### config.mk
export PLATFORM = sky130hd
export DESIGN_NAME = mem_stage
export DESIGN_NICKNAME = d
export VERILOG_FILES = /design/src/rtl/mem_stage.sv
export SDC_FILE = /design/constraint.sdc
export NUM_CORES = 1
export LEC_CHECK = 0
export CAP_MARGIN = 20
export CORE_MARGIN = 1
export CORE_UTILIZATION = 43
export DETAILED_ROUTE_END_ITERATION = 8
export PLACE_DENSITY = 0.73
export SETUP_SLACK_MARGIN = 0.2
export SYNTH_ARGS = -nofsm -noshare
export SYNTH_HDL_FRONTEND = slang
export SYNTH_SLANG_ARGS = --single-unit
### constraint.sdc
create_clock -name clk -period 3.4 [get_ports clk]
set_clock_uncertainty 0.2 [all_clocks]
set_input_delay 0.68 -clock clk [delete_from_list [all_inputs] [get_ports clk]]
set_output_delay 0.68 -clock clk [all_outputs]
set_load 0.02 [all_outputs]
### src/rtl/mem_stage.sv
// Memory-access pipeline stage: sits between execute and wb_stage, issues loads and
// stores on a req/gnt/rvalid data port, aligns and extends load data, and presents a
// registered result bus plus a bypass bus to writeback.
//
// Optional build macro: MEM_MISALIGN_TRAP_EN. When it is defined, misaligned halfword and
// word accesses are not sent to memory and complete with err_o set instead. When it is
// undefined, the low address bits below the access size are ignored.

package core;

  typedef enum logic [5:0] {
    I_NOP, I_ADD, I_ADDI, I_LB, I_LH, I_LW, I_LBU, I_LHU, I_SB, I_SH, I_SW
  } instr_t;

  typedef enum logic [2:0] {
    NOP, R_TYPE, I_TYPE, S_TYPE, B_TYPE, U_TYPE, J_TYPE
  } format_t;

  typedef enum logic [3:0] {
    ALU_NOP, ALU_ADD, ALU_SUB, ALU_AND, ALU_OR, ALU_XOR, ALU_SLL, ALU_SRL, ALU_SRA,
    ALU_SLT, ALU_SLTU
  } alu_op_t;

  typedef enum logic [3:0] {
    MEM_NOP, MEM_LB, MEM_LH, MEM_LW, MEM_LBU, MEM_LHU, MEM_SB, MEM_SH, MEM_SW
  } mem_op_t;

  typedef struct packed {
    logic [31:0] pc;
    instr_t      instr;
    format_t     format;
    alu_op_t     alu_op;
    mem_op_t     mem_op;
    logic [4:0]  rd;
    logic [31:0] rd_res;
  } pipeline_bus_t;

  typedef struct packed {
    logic [4:0]  rd_addr;
    logic [31:0] rd;
  } bypass_bus_t;

endpackage

module mem_stage
  import core::*;
#(
  parameter int unsigned TIMEOUT_CYCLES = 256
) (
  input  logic          clk,
  input  logic          rst,
  input  pipeline_bus_t bus_i,
  input  logic          valid_i,
  input  logic [31:0]   store_data_i,
  output logic          ready_o,
  output logic          stall_o,
  output pipeline_bus_t mem_bus_o,
  output logic          valid_o,
  output logic          err_o,
  output bypass_bus_t   mem_bp_o,
  output logic          dmem_req_o,
  output logic          dmem_we_o,
  output logic [31:0]   dmem_addr_o,
  output logic [3:0]    dmem_be_o,
  output logic [31:0]   dmem_wdata_o,
  input  logic          dmem_gnt_i,
  input  logic          dmem_rvalid_i,
  input  logic [31:0]   dmem_rdata_i
);

`ifdef MEM_MISALIGN_TRAP_EN
  localparam bit MisalignTrapEn = 1'b1;
`else
  localparam bit MisalignTrapEn = 1'b0;
`endif

  localparam pipeline_bus_t Bubble = '{
    pc:     32'h0,
    instr:  I_NOP,
    format: NOP,
    alu_op: ALU_NOP,
    mem_op: MEM_NOP,
    rd:     5'h0,
    rd_res: 32'h0
  };

  typedef enum logic [1:0] {StIdle, StReq, StWait} state_t;

  // ---------------------------------------------------------------------------
  // Decode helpers
  // ---------------------------------------------------------------------------

  function automatic logic is_load(input mem_op_t op);
    return (op == MEM_LB) || (op == MEM_LH) || (op == MEM_LW) ||
           (op == MEM_LBU) || (op == MEM_LHU);
  endfunction

  function automatic logic is_store(input mem_op_t op);
    return (op == MEM_SB) || (op == MEM_SH) || (op == MEM_SW);
  endfunction

  // Byte lanes touched by an access; identical for loads and stores of the same size.
  function automatic logic [3:0] lane_be(input mem_op_t op, input logic [1:0] a);
    logic [3:0] be;
    unique case (op)
      MEM_SB, MEM_LB, MEM_LBU: be = 4'b0001 << a;
      MEM_SH, MEM_LH, MEM_LHU: be = a[1] ? 4'b1100 : 4'b0011;
      MEM_SW, MEM_LW:          be = 4'b1111;
      default:                 be = 4'b0000;
    endcase
    return be;
  endfunction

  // Store data is replicated across lanes so the memory only needs to honour be.
  function automatic logic [31:0] lane_wdata(input mem_op_t op, input logic [31:0] d);
    logic [31:0] w;
    unique case (op)
      MEM_SB:  w = {4{d[7:0]}};
      MEM_SH:  w = {2{d[15:0]}};
      MEM_SW:  w = d;
      default: w = 32'h0;
    endcase
    return w;
  endfunction

  function automatic logic [31:0] load_extract(input mem_op_t op, input logic [1:0] a,
                                               input logic [31:0] rdata);
    logic [7:0]  b;
    logic [15:0] h;
    logic [31:0] r;
    unique case (a)
      2'd0:    b = rdata[7:0];
      2'd1:    b = rdata[15:8];
      2'd2:    b = rdata[23:16];
      default: b = rdata[31:24];
    endcase
    h = a[1] ? rdata[31:16] : rdata[15:0];
    unique case (op)
      MEM_LB:  r = {{24{b[7]}}, b};
      MEM_LBU: r = {24'h0, b};
      MEM_LH:  r = {{16{h[15]}}, h};
      MEM_LHU: r = {16'h0, h};
      default: r = rdata;
    endcase
    return r;
  endfunction

  function automatic logic misaligned(input mem_op_t op, input logic [1:0] a);
    logic m;
    unique case (op)
      MEM_LH, MEM_LHU, MEM_SH: m = a[0];
      MEM_LW, MEM_SW:          m = (a != 2'b00);
      default:                 m = 1'b0;
    endcase
    return m;
  endfunction

  // ---------------------------------------------------------------------------
  // State
  // ---------------------------------------------------------------------------

  state_t        state_q, state_d;
  pipeline_bus_t bus_q;
  logic [3:0]    be_q;
  logic [31:0]   wdata_q;
  logic [15:0]   cnt_q, cnt_d;
  logic          cap_en;

  pipeline_bus_t mem_bus_q, mem_bus_d;
  logic          valid_q, valid_d;
  logic          err_q, err_d;

  logic [16:0]   cnt_next;
  logic          timeout_hit;

  // The counter counts cycles spent in REQ+WAIT; the timeout fires on the cycle in which
  // the incremented count reaches the limit. >= keeps a grant that beat the timeout into
  // WAIT from running on forever.
  assign cnt_next    = {1'b0, cnt_q} + 17'd1;
  assign timeout_hit = (TIMEOUT_CYCLES != 0) && (32'(cnt_next) >= TIMEOUT_CYCLES);

  // Next-state, capture and completion logic.
  always_comb begin
    state_d   = state_q;
    cnt_d     = cnt_q;
    cap_en    = 1'b0;
    mem_bus_d = Bubble;
    valid_d   = 1'b0;
    err_d     = 1'b0;

    unique case (state_q)
      StIdle: begin
        cnt_d = 16'h0;
        if (valid_i) begin
          if (bus_i.mem_op == MEM_NOP) begin
            mem_bus_d = bus_i;
            valid_d   = 1'b1;
          end else if (MisalignTrapEn && misaligned(bus_i.mem_op, bus_i.rd_res[1:0])) begin
            mem_bus_d    = bus_i;
            mem_bus_d.rd = 5'h0;
            valid_d      = 1'b1;
            err_d        = 1'b1;
          end else begin
            cap_en  = 1'b1;
            state_d = StReq;
          end
        end
      end

      StReq: begin
        cnt_d = (cnt_q == 16'hFFFF) ? cnt_q : cnt_next[15:0];
        if (dmem_gnt_i) begin
          if (is_store(bus_q.mem_op)) begin
            mem_bus_d = bus_q;
            valid_d   = 1'b1;
            state_d   = StIdle;
          end else begin
            state_d = StWait;
          end
        end else if (timeout_hit) begin
          mem_bus_d    = bus_q;
          mem_bus_d.rd = 5'h0;
          valid_d      = 1'b1;
          err_d        = 1'b1;
          state_d      = StIdle;
        end
      end

      StWait: begin
        cnt_d = (cnt_q == 16'hFFFF) ? cnt_q : cnt_next[15:0];
        if (dmem_rvalid_i) begin
          mem_bus_d        = bus_q;
          mem_bus_d.rd_res = load_extract(bus_q.mem_op, bus_q.rd_res[1:0], dmem_rdata_i);
          valid_d          = 1'b1;
          state_d          = StIdle;
        end else if (timeout_hit) begin
          mem_bus_d    = bus_q;
          mem_bus_d.rd = 5'h0;
          valid_d      = 1'b1;
          err_d        = 1'b1;
          state_d      = StIdle;
        end
      end

      default: state_d = StIdle;
    endcase
  end

  // State register, capture registers and output register.
  always_ff @(posedge clk) begin
    if (rst) begin
      state_q   <= StIdle;
      cnt_q     <= 16'h0;
      bus_q     <= Bubble;
      be_q      <= 4'h0;
      wdata_q   <= 32'h0;
      mem_bus_q <= Bubble;
      valid_q   <= 1'b0;
      err_q     <= 1'b0;
    end else begin
      state_q   <= state_d;
      cnt_q     <= cnt_d;
      mem_bus_q <= mem_bus_d;
      valid_q   <= valid_d;
      err_q     <= err_d;
      if (cap_en) begin
        bus_q   <= bus_i;
        be_q    <= lane_be(bus_i.mem_op, bus_i.rd_res[1:0]);
        wdata_q <= lane_wdata(bus_i.mem_op, store_data_i);
      end
    end
  end

  // Memory port is driven only in REQ, straight from the captured registers.
  always_comb begin
    dmem_req_o   = (state_q == StReq);
    dmem_we_o    = 1'b0;
    dmem_addr_o  = 32'h0;
    dmem_be_o    = 4'h0;
    dmem_wdata_o = 32'h0;
    if (state_q == StReq) begin
      dmem_we_o    = is_store(bus_q.mem_op);
      dmem_addr_o  = {bus_q.rd_res[31:2], 2'b00};
      dmem_be_o    = be_q;
      dmem_wdata_o = wdata_q;
    end
  end

  // Forwarding from the registered result; only clean results that write rd are exposed.
  always_comb begin
    mem_bp_o = '0;
    if (valid_q && !err_q && ((mem_bus_q.alu_op != ALU_NOP) || is_load(mem_bus_q.mem_op))) begin
      mem_bp_o.rd      = mem_bus_q.rd_res;
      mem_bp_o.rd_addr = mem_bus_q.rd;
    end
  end

  assign ready_o   = (state_q == StIdle);
  assign stall_o   = valid_i & ~ready_o;
  assign mem_bus_o = mem_bus_q;
  assign valid_o   = valid_q;
  assign err_o     = err_q;

endmodule
# Word-level counts from Yosys, hierarchy flattened
# Index checks and enable logic that the tools add are counted.
# Widths: inputs -> output; s select.
# totals
out_inout_bits	197
register_bits	228
input_bits	155
wordCells	114
# classes
add_sub_neg	1
shifts	1
order_cmp	1
n_eq_ne	28
bitwise	2
muxes	40
n_reduce_logical	21
# op_table
cell	n
$mux 86	6
$pmux 86 s3	1
$pmux 32 s4	1
$pmux 32 s3	1
$mux 32	2
$eq 4x3->1 const B	10
$mux 37	1
$mux 16	2
$pmux 16 s2	1
$pmux 8 s3	1
$eq 4x2->1 const B	5
$add 16x1->17 const B	1
$ge 17x9->1 const B	1
$eq 16x16->1 const B	1
$eq 4x1->1 const B	3
$mux 1	12
$mux 2	6
$pmux 4 s3	1
$eq 4x4->1 const B	2
$mux 4	2
$logic_or 1x1->1	7
$ne 2x2->1 const B	3
$pmux 2 s3	1
$reduce_or 3->1	2
other kinds (15)	21

# Depth between registers and ports, before layout
# depth
ltp_word	8
mapped_depth	11
ltp_nobuf	8

# Worst setup path before layout
# No wires, ideal clock.
# synth_path
kind	reg-to-reg
startpoint	register cnt_q[0]
endpoint	register mem_bus_q (netlist bit mem_bus_o[56])
setup_slack_ns	0.601
path_buffers	2
t_required_ns	3.083
arrival_time_ns	2.482
stages_incl_launch_ff	11
path_cell_list	dfxtp_1 > ha_1 > nand3_2 > nor4_1 > xnor2_1 > o2111ai_1 > o31ai_4 > o21ai_2 > buf_4 > buf_6 > a22o_1
# synth_between
elab_chain_cells	5
word_cells_on_any_way	6
cone_classes	1 x add/sub; 1 x order compare; 4 x mux
# synth_lines
item	line	source
from (decl)	166	logic [15:0] cnt_q, cnt_d;
from (signal assigned)	262	cnt_q <= cnt_d;
$add 16x1->17 (*)	179	assign cnt_next = {1'b0, cnt_q} + 17'd1;
$ge 17x9->1 (*)	180	assign timeout_hit = (TIMEOUT_CYCLES != 0) && (32'(cnt_next) >= TIMEOUT_CYCLES);
$mux 86 (*)	220, 236	
$mux 86, on equally long branches	231, 212	
$pmux 86 s3 (*)	191	unique case (state_q)
to (signal assigned)	257	mem_bus_q <= Bubble;
to (signal assigned)	263	mem_bus_q <= mem_bus_d;
to (decl)	169	pipeline_bus_t mem_bus_q, mem_bus_d;
# Every way passes the cells marked *; elsewhere a longest branch is shown, timed or not.
# A chain may end at the register's enable or synchronous reset.

==> out/results.ini <==
[run_status]
run_status = completed

[sta]
tightest_slew_ns = 1.06
tns_ns = 0
rsz0062_at_grt = yes
whs_ns = 0.199
fmax_ghz = 0.312
slew_viol_final = 0
maxSlewHeadroom = 0.283
fin_ws_ns = 0.197
setup_violations = 0
fin_crit_sh = 0.942
finalCriticalPeriod_ns = 3.20
final_hold_viol_count = 0

[layout]
final_common_cell = clkdlybuf4s50_1
utilization = 0.646
area.growth.synth_to_final_pct = 46.4
regArea_mm2 = 0.00457
layout_common_cells = clkdlybuf4s50_1 (307), dfxtp_1 (224), nand2_1 (207)
multi_input_area_mm2 = 0.00544
fill_cells = 2017
fin_nets = 1738
layout-drive-gt1-share = 0.0728
n_antenna_cell = 0

[synthesis]
ys_ff_latch = 228
yosys.area_share.simple = 0.239
synth_area_per_cell_um2 = 8.20
synth_xor_area_frac = 0.00841
synth-edff-count = 0
yosysSeqAreaShare = 0.438
synth_mux_area_frac = 0.0249
ys_warn_count = 0
synthAdderAreaFrac = 0.00721
syn-cell-area_mm2 = 0.0104
syn_inst = 1270
synth_ff_type = dfxtp_1
synth-compound-area-share = 0.234
async_reset_ff_frac = 0
synth.distinct_cells = 58
synth_top_family_by_area = simple AND/OR/NAND/NOR gates

[cts]
cts_buffers = 26
clock_latency_ns = 0.53
cts.sinks = 228
htreeDepth = 1
ctsLongestPathBuffers = 3
cts_root_buffer = clkbuf_16
cts_tree = built
clk_pin_slew_ns = 0.06

[critical_path]
crit_start = mem_bus_o[40]
path_class = flop to primary output
worst_ep_arrival_time_ns = 2.32
endpoint_kind = primary output
r2r_start = cnt_q[1]
rrSetupSlack_ns = 0.32
r2r-end = mem_bus_o[8]
crit_path_max_fanout = 36
startpoint_type = flop
crit_chain = a21oi_1, o31ai_1, a21oi_2, buf_12, and2_1, clkdlybuf4s50_1
cp_slowest_cell = clkdlybuf4s50_1
required_ns = 2.52
slowest_delay_ns = 0.59
worstRegToRegCells = 9

[grt]
antenna_found_initial = 1
grt_pass1_vias = 9932
grt_max_degree = 70
grt_first_pass_wirelength_mm = 56.0
track_usage = 0.290
grt.overflow.total = 0

[routing]
firstDrtPassIters = 5
drt_iter0_drc = 695
ant_nets = 0
wl_per_cell_um = 19.6
wirelength_mm = 37.5
vias = 10683
drcViolationCount = 0
viasPerCell = 5.58

[die]
fp.dieArea_mm2 = 0.0248
die_w_um = 158
die_y_um = 158
core_area_mm2 = 0.0236
io_pins = 352
num_rows = 56
start_util = 0.441

[min_path]
hold_path.startpoint = rst
hold_path.class = input pin to flop
holdPathStages = 2
hold-path-endpoint = bus_q[0]

[placed_design]
gp_congestion = 0.886
place_ws_ns = 0.212
place_hpwl_mm = 26.4
port_buffers = 349

[pwr]
p_leak_nw = 6.13
pwr-share-comb = 0.196
power.total_mw = 7.11
netSwitchingFraction = 0.285
power.density_mw_per_mm2 = 466
seq_power_share = 0.414
p_clk_frac = 0.390
switchingPower_mw = 2.03
peakVddDrop_uv = 411
p_int_mw = 5.08

[run]
drv_cap = 0

[area by class of cell]
class,count,share of cell area
flip-flops and latches,228,0.300
clock inverters,7,0.00460
repair buffers,384,0.258
clock buffers,38,0.0510
well taps,319,0.0262
inverters,15,0.00369
multi-input cells,922,0.357
[power groups by stage]
stage / sequential (mW) / clock [mW] / combinational [mW]
2_1_floorplan: 2.98 / 0 / 0.752
3_3_place_gp: 2.99 / 0 / 1.34
3_5_place_dp: 2.99 / 0 / 1.36
4_1_cts: 2.94 / 2.81 / 1.37
5_1_grt: 2.96 / 2.93 / 1.51
6_report: 2.94 / 2.77 / 1.39
[cells by family (layout without fill, tap and decap cells)]
family / after synthesis / count (layout)
adders and majority gates: 6 / 6
DFF: 228 / 228
and+or+nand+nor: 523 / 523
buffers and inverters: 121 / 444
muxes: 23 / 23
AOI/OAI and AO/OA: 358 / 358
other: 1 / 2
xor gates and xnor gates: 10 / 10
[metrics by stage]
stage	cell area, um2	std cells
finish	15200	1913
global route	15200	1913
CTS	15100	1913
detailed placement	14200	1867
global placement	14200	1867
floorplan	10400	1271
[metal layers]
metal	track usage	part of all wire	up-vias
li1	-	-	5091
met1	0.347	0.39	5041
met2	0.507	0.49	469
met3	0.0646	0.089	80
met4	0.103	0.033	2
met5	0	0.00032	-
[repair_timing]
action,CTS,global route
hold buffers,0,0
hold endpoints to repair,0,0
buffers inserted,1,0
gates resized for setup,16,45
pin swaps,1,0
endpoints found under the setup margin,75,156
[registers in the layout (all words and copies together), names as in the netlist]
| register | count |
|---|---|
| bus_q | 86 |
| state_q | 2 |
| wdata_q | 32 |
| cnt_q | 16 |
| err_o | 1 |
| valid_o | 1 |
| mem_bus_o | 86 |
| be_q | 4 |
[worst max-delay path: cells and delay by family (launching register included)]
kind / cells / cell delay, ns
simple gates: 1 / 0.15
compound gates: 3 / 0.46
buf+inv: 2 / 0.81
flops: 1 / 0.35
[Yosys cell counts, types with 6 or more instances]
cell / n / share of area
buf_2: 6 / 0.0029
a22oi_1: 37 / 0.027
or3_1: 17 / 0.010
o21ai_0: 38 / 0.018
nor2b_1: 9 / 0.0054
clkbuf_1: 91 / 0.033
inv_1: 15 / 0.0054
nand3_1: 12 / 0.0058
mux2_2: 13 / 0.014
a31oi_1: 6 / 0.0036
o2bb2ai_1: 23 / 0.019
o221ai_1: 7 / 0.0059
and2_1: 110 / 0.066
nor3_1: 35 / 0.017
nand2b_1: 10 / 0.0060
mux2i_1: 9 / 0.0087
nor2_1: 90 / 0.032
a22o_1: 45 / 0.038
a21o_1: 7 / 0.0050
dfxtp_1: 228 / 0.44
a221oi_1: 26 / 0.022
nor4_1: 7 / 0.0042
nand2_1: 208 / 0.075
ha_1: 6 / 0.0072
a21oi_1: 133 / 0.064
[how the worst max path moves through the flow]
stage	end	depth (start not counted)
2_1_floorplan	mem_bus_o[56]	10
3_3_place_gp	mem_bus_o[30]	8
3_5_place_dp	mem_bus_o[26]	8
4_1_cts	mem_bp_o[26]	6
5_1_grt	mem_bp_o[19]	6
6_report	mem_bp_o[19]	6
(Power assumes the default switching activity.)
==> patch 1 (config.mk and constraints unchanged) <==
Build with the macro `MEM_MISALIGN_TRAP_EN` defined.
--- a/src/rtl/mem_stage.sv
+++ b/src/rtl/mem_stage.sv
@@ -7,2 +7,4 @@
 // undefined, the low address bits below the access size are ignored.
+
+`define MEM_MISALIGN_TRAP_EN
 
Function: changed (a bounded check fails within 4 cycles, from zero or initial values and one cycle with rst high).
==> patch 1 against the unedited design <==
Sequential power grew 6.8%; worst setup slack gained 21 ps; synthesized cell count grew 3.3%; largest cell class unchanged; sequential cell count is the same; power grew 18%; highest routed layer is now met4; final area grew 2.1%; core utilization shrank 0.77 points; largest power group unchanged; die area grew 3.1%; sequential share of layout area shrank 0.64 points; wire length grew 1.1%; synthesized area grew 3.2%; global-route usage shrank 0.55 points.
==> patch 1: results (changes against the unedited design) <==
worst_setup_path:
  worstSetupStartpoint: "bus_q[37]$_SDFFE_PP0P_"
  crit_fanout: 4  # -89%
  slowest_delay_ps: 710  # +120 ps
  r2r_start: "cnt_q[10]$_SDFFE_PP0P_"
  slowest_stage: "or4b_2"
placement:
  place_area_um2: 14670  # +3.0%
  gp_congestion: 0.9554  # +7.8%
pwr:
  leakage_nw: 5.819  # -5.1%
  vdd_drop_max_mv: 0.4184  # +1.9%
hold_path:
  min_from: "wdata_q[2]$_SDFFE_PP0P_"
  hp-class: "reg2reg"
routing:
  wirelength_um: 37840  # +1.1%
  vias: 11030  # +3.3%
global_route:
  grt_pass1_vias: 10410  # +4.8%
  grt_max_degree: 111  # +59%
  antenna_found_initial: 0  # -1
  grt_usage: 0.2843  # -0.005486
  grt_pass1_wl_um: 58440  # +4.3%
timing:
  tightestPinTransition_ps: 1047  # -16.75 ps
yosys:
  synth.distinct_cells: 64  # +10%
  synth.area.top_cells: "dfxtp_1 42%, nand2_1 7.6%, and2_1 6.5%"
  ys_seq_area_frac: 0.4249  # -0.01348
  synth_commonest_cells: "228 x dfxtp_1, 217 x nand2_1, 132 x a21oi_1"
outcome:
  status: "finished, final reports clean"
final_layout:
  nets: 1787  # +2.8%
  drive_gt1_frac: 0.07847  # +0.005694
-- patch 1: power groups by stage --
stage / clock network (mW) / logic (mW) / registers, mW
after global placement: 0 / 2.30 / 3.18
after global routing: 3.03 / 2.59 / 3.18
after detailed placement: 0 / 2.33 / 3.19
after floorplan: 0 / 1.32 / 3.20
after CTS: 2.92 / 2.37 / 3.14
final: 2.87 / 2.39 / 3.14
-- patch 1: layout make-up --
| class | instances | area (um2) |
|---|---|---|
| clock buffers | 34 | 720.7 |
| clock inverters | 12 | 160.2 |
| fillers | 2064 | 8831 |
| inverters | 29 | 108.9 |
| multi-input cells | 946 | 5693 |
| flip-flops and latches | 228 | 4564 |
| well taps | 324 | 405.4 |
| repair buffers | 395 | 3908 |
-- patch 1: critical path: cells and delay by family, from the launching register on --
kind | cells | cell delay, ps
AND/OR/NAND/NOR | 3 | 1090
buffers and inverters | 1 | 360
flip-flops | 1 | 310
-- patch 1: what timing repair did --
action                     4_1_cts  5_1_grt
setup buffers                    1        1
setup endpoints to repair       92       43
gates resized for setup         42        2
-- patch 1: metrics by stage --
step | util | hold WS, ps | std cells | setup slack (ps) | power [mW]
2_1_floorplan | - | 227.3 | 1313 | 623.6 | 4.515
4_1_cts | 0.6369 | 247.3 | 1966 | 186.0 | 8.427
5_1_grt | 0.6379 | 267.2 | 1968 | 158.5 | 8.790
3_3_place_gp | 0.6014 | 235.2 | 1919 | 221.3 | 5.477
3_5_place_dp | 0.6014 | 239.2 | 1919 | 175.6 | 5.520
6_report | 0.6379 | 244.2 | 1968 | 218.5 | 8.407
-- patch 1: cells by family (layout without fill, tap and decap cells) --
logic type,count (synthesis),count (layout),synth area share
mux,21,21,0.02993
other cells,1,2,0.0003491
buf+inv,139,470,0.05066
fa+ha+maj,6,6,0.006988
xor+xnor,8,8,0.006523
flops,228,228,0.4249
compound gates,371,371,0.2409
simple gates,538,538,0.2398
-- patch 1: final timing paths --
kind	to	slack (ps)	cells past startpoint
min reg2reg	wdata_q[2]$_SDFFE_PP0P_	240	2
max	dmem_we_o	220	4
max reg2reg	mem_bus_o[26]$_SDFF_PP0_	460	6
min	wdata_q[2]$_SDFFE_PP0P_	240	2
-- patch 1: per-layer routing --
| layer | global-route usage | share of wire |
|---|---|---|
| met1 | 0.3457 | 0.40 |
| met2 | 0.4769 | 0.47 |
| met3 | 0.06416 | 0.081 |
| met4 | 0.1307 | 0.044 |
| met5 | 0 | 0 |
==> patch 2 (same flow settings) <==
Without the edit above. The 3 states of `state_t` get a one-hot encoding in 3 bits.
--- a/src/rtl/mem_stage.sv
+++ b/src/rtl/mem_stage.sv
@@ -86,3 +86,3 @@
 
-  typedef enum logic [1:0] {StIdle, StReq, StWait} state_t;
+  typedef enum logic [2:0] {StIdle = 3'b001, StReq = 3'b010, StWait = 3'b100} state_t;
 
Check against the original RTL: no difference found for any inputs over 4 cycles, from zero or initial values and one cycle with rst high; so few cycles prove little.
==> patch 2 against the unedited design <==
Worst setup slack better by 86 ps; non-clock buffer count down 3; wire length up 14%; sequential power up 11%; count of clock-buffer cells in the layout down 1; sequential cell count up 1; core utilization down 3.8 points; synthesized area up 14%; final area up 7.7%; power up 22%; sequential share of layout area down 2.0 points; fmax up 2.8%; global-route usage down 0.30 points.
==> patch 2: results (changes against the unedited design) <==
outcome:
  status: "finished, final reports clean"
final_layout:
  num-fill-cells: 2451  # +22%
  insertedDiodeCount: 2  # +2
  numSequentialCells: 229  # +0.44%
  buffer_area_frac: 0.2353  # -0.02272
  buffers: 381  # -0.78%
  inverters: 7  # -8
  multi_input_area_share: 0.4024  # +0.04564
  multi_input_cells: 1094  # +19%
  clockBufferCount: 37  # -2.6%
  drive_gt1_frac: 0.08528  # +0.01250
routing:
  dr_wl_met2_um: 19860  # +8.8%
  vias: 12550  # +17%
  via_per_inst: 5.971  # +6.9%
  drt_iter0_markers: 1419  # +100%
  detail_route.wl_per_cell_um: 20.23  # +3.3%
  met3_length_um: 3521  # +6.1%
cts:
  cts.repair.resized: 74  # +58
  cts_setup_buffers: 0  # -1
yosys:
  synth_commonest_cells: "271 x nand2_1, 229 x dfxtp_1, 115 x a21oi_1"
  synth.area.top_cells: "dfxtp_1 39%, nand2_1 8.6%, o2111ai_1 6.6%"
  synth.distinct_cells: 69  # +19%
global_route:
  use_met3: 0.05900  # -0.005601
  grt_pass1_wl_um: 65340  # +17%
  antenna_found_initial: 3  # +2
  met1_usage: 0.3678  # +0.02037
  grt_usage: 0.2868  # -0.002982
hold_path:
  min_from: "bus_q[32]$_SDFFE_PP0P_"
  hp-class: "reg2reg"
worst_setup_path:
  r2r_start: "cnt_q[0]$_SDFFE_PP0P_"
  r2r-end: "mem_bus_o[31]$_SDFF_PP0_"
  cp.arrival_ps: 2240  # -80 ps
  r2r_setup_slack_ps: 340  # +20 ps
placement:
  place_area_um2: 15480  # +8.7%
  gp_congestion: 0.8857  # about the same
timing:
  hold_ws_ps: 254.3  # +55.37 ps
  fmax_mhz: 320.9  # +2.8%
==> patch 2: changes by cell type after synthesis, moves of 23 or more <==
| cell | change |
|---|---|
| nand2_1 | +63 |
| o21ai_0 | -24 |
| buf_2 | +39 |
| o2bb2ai_1 | -23 |
| o2111ai_1 | +89 |
| a22o_1 | -45 |
| nand3_1 | +37 |
==> patch 2: cells by family after synthesis <==
logic type	synth area share
other	0.0003157
adder cells (fa/ha/maj)	0.002106
flip-flops	0.3860
AO/OA/AOI/OAI	0.2584
AND/OR/NAND/NOR	0.2601
buffers and inverters	0.06436
XOR/XNOR	0.005898
multiplexers	0.02286
==> patch 2: power breakdown <==
group / switching, mW / total [mW] / internal (mW)
Clock: 1.18 / 2.93 / 1.75
Combinational: 1.57 / 2.48 / 0.906
Sequential: 0.266 / 3.27 / 3.00
==> patch 2: critical path, stage by stage, from the launching register on <==
cell and delay [ps]:
dfxtp_1 330, a21oi_1 140, o31ai_1 90, a21oi_2 190, buf_12 200, and2_1 140, clkdlybuf4s50_1 590
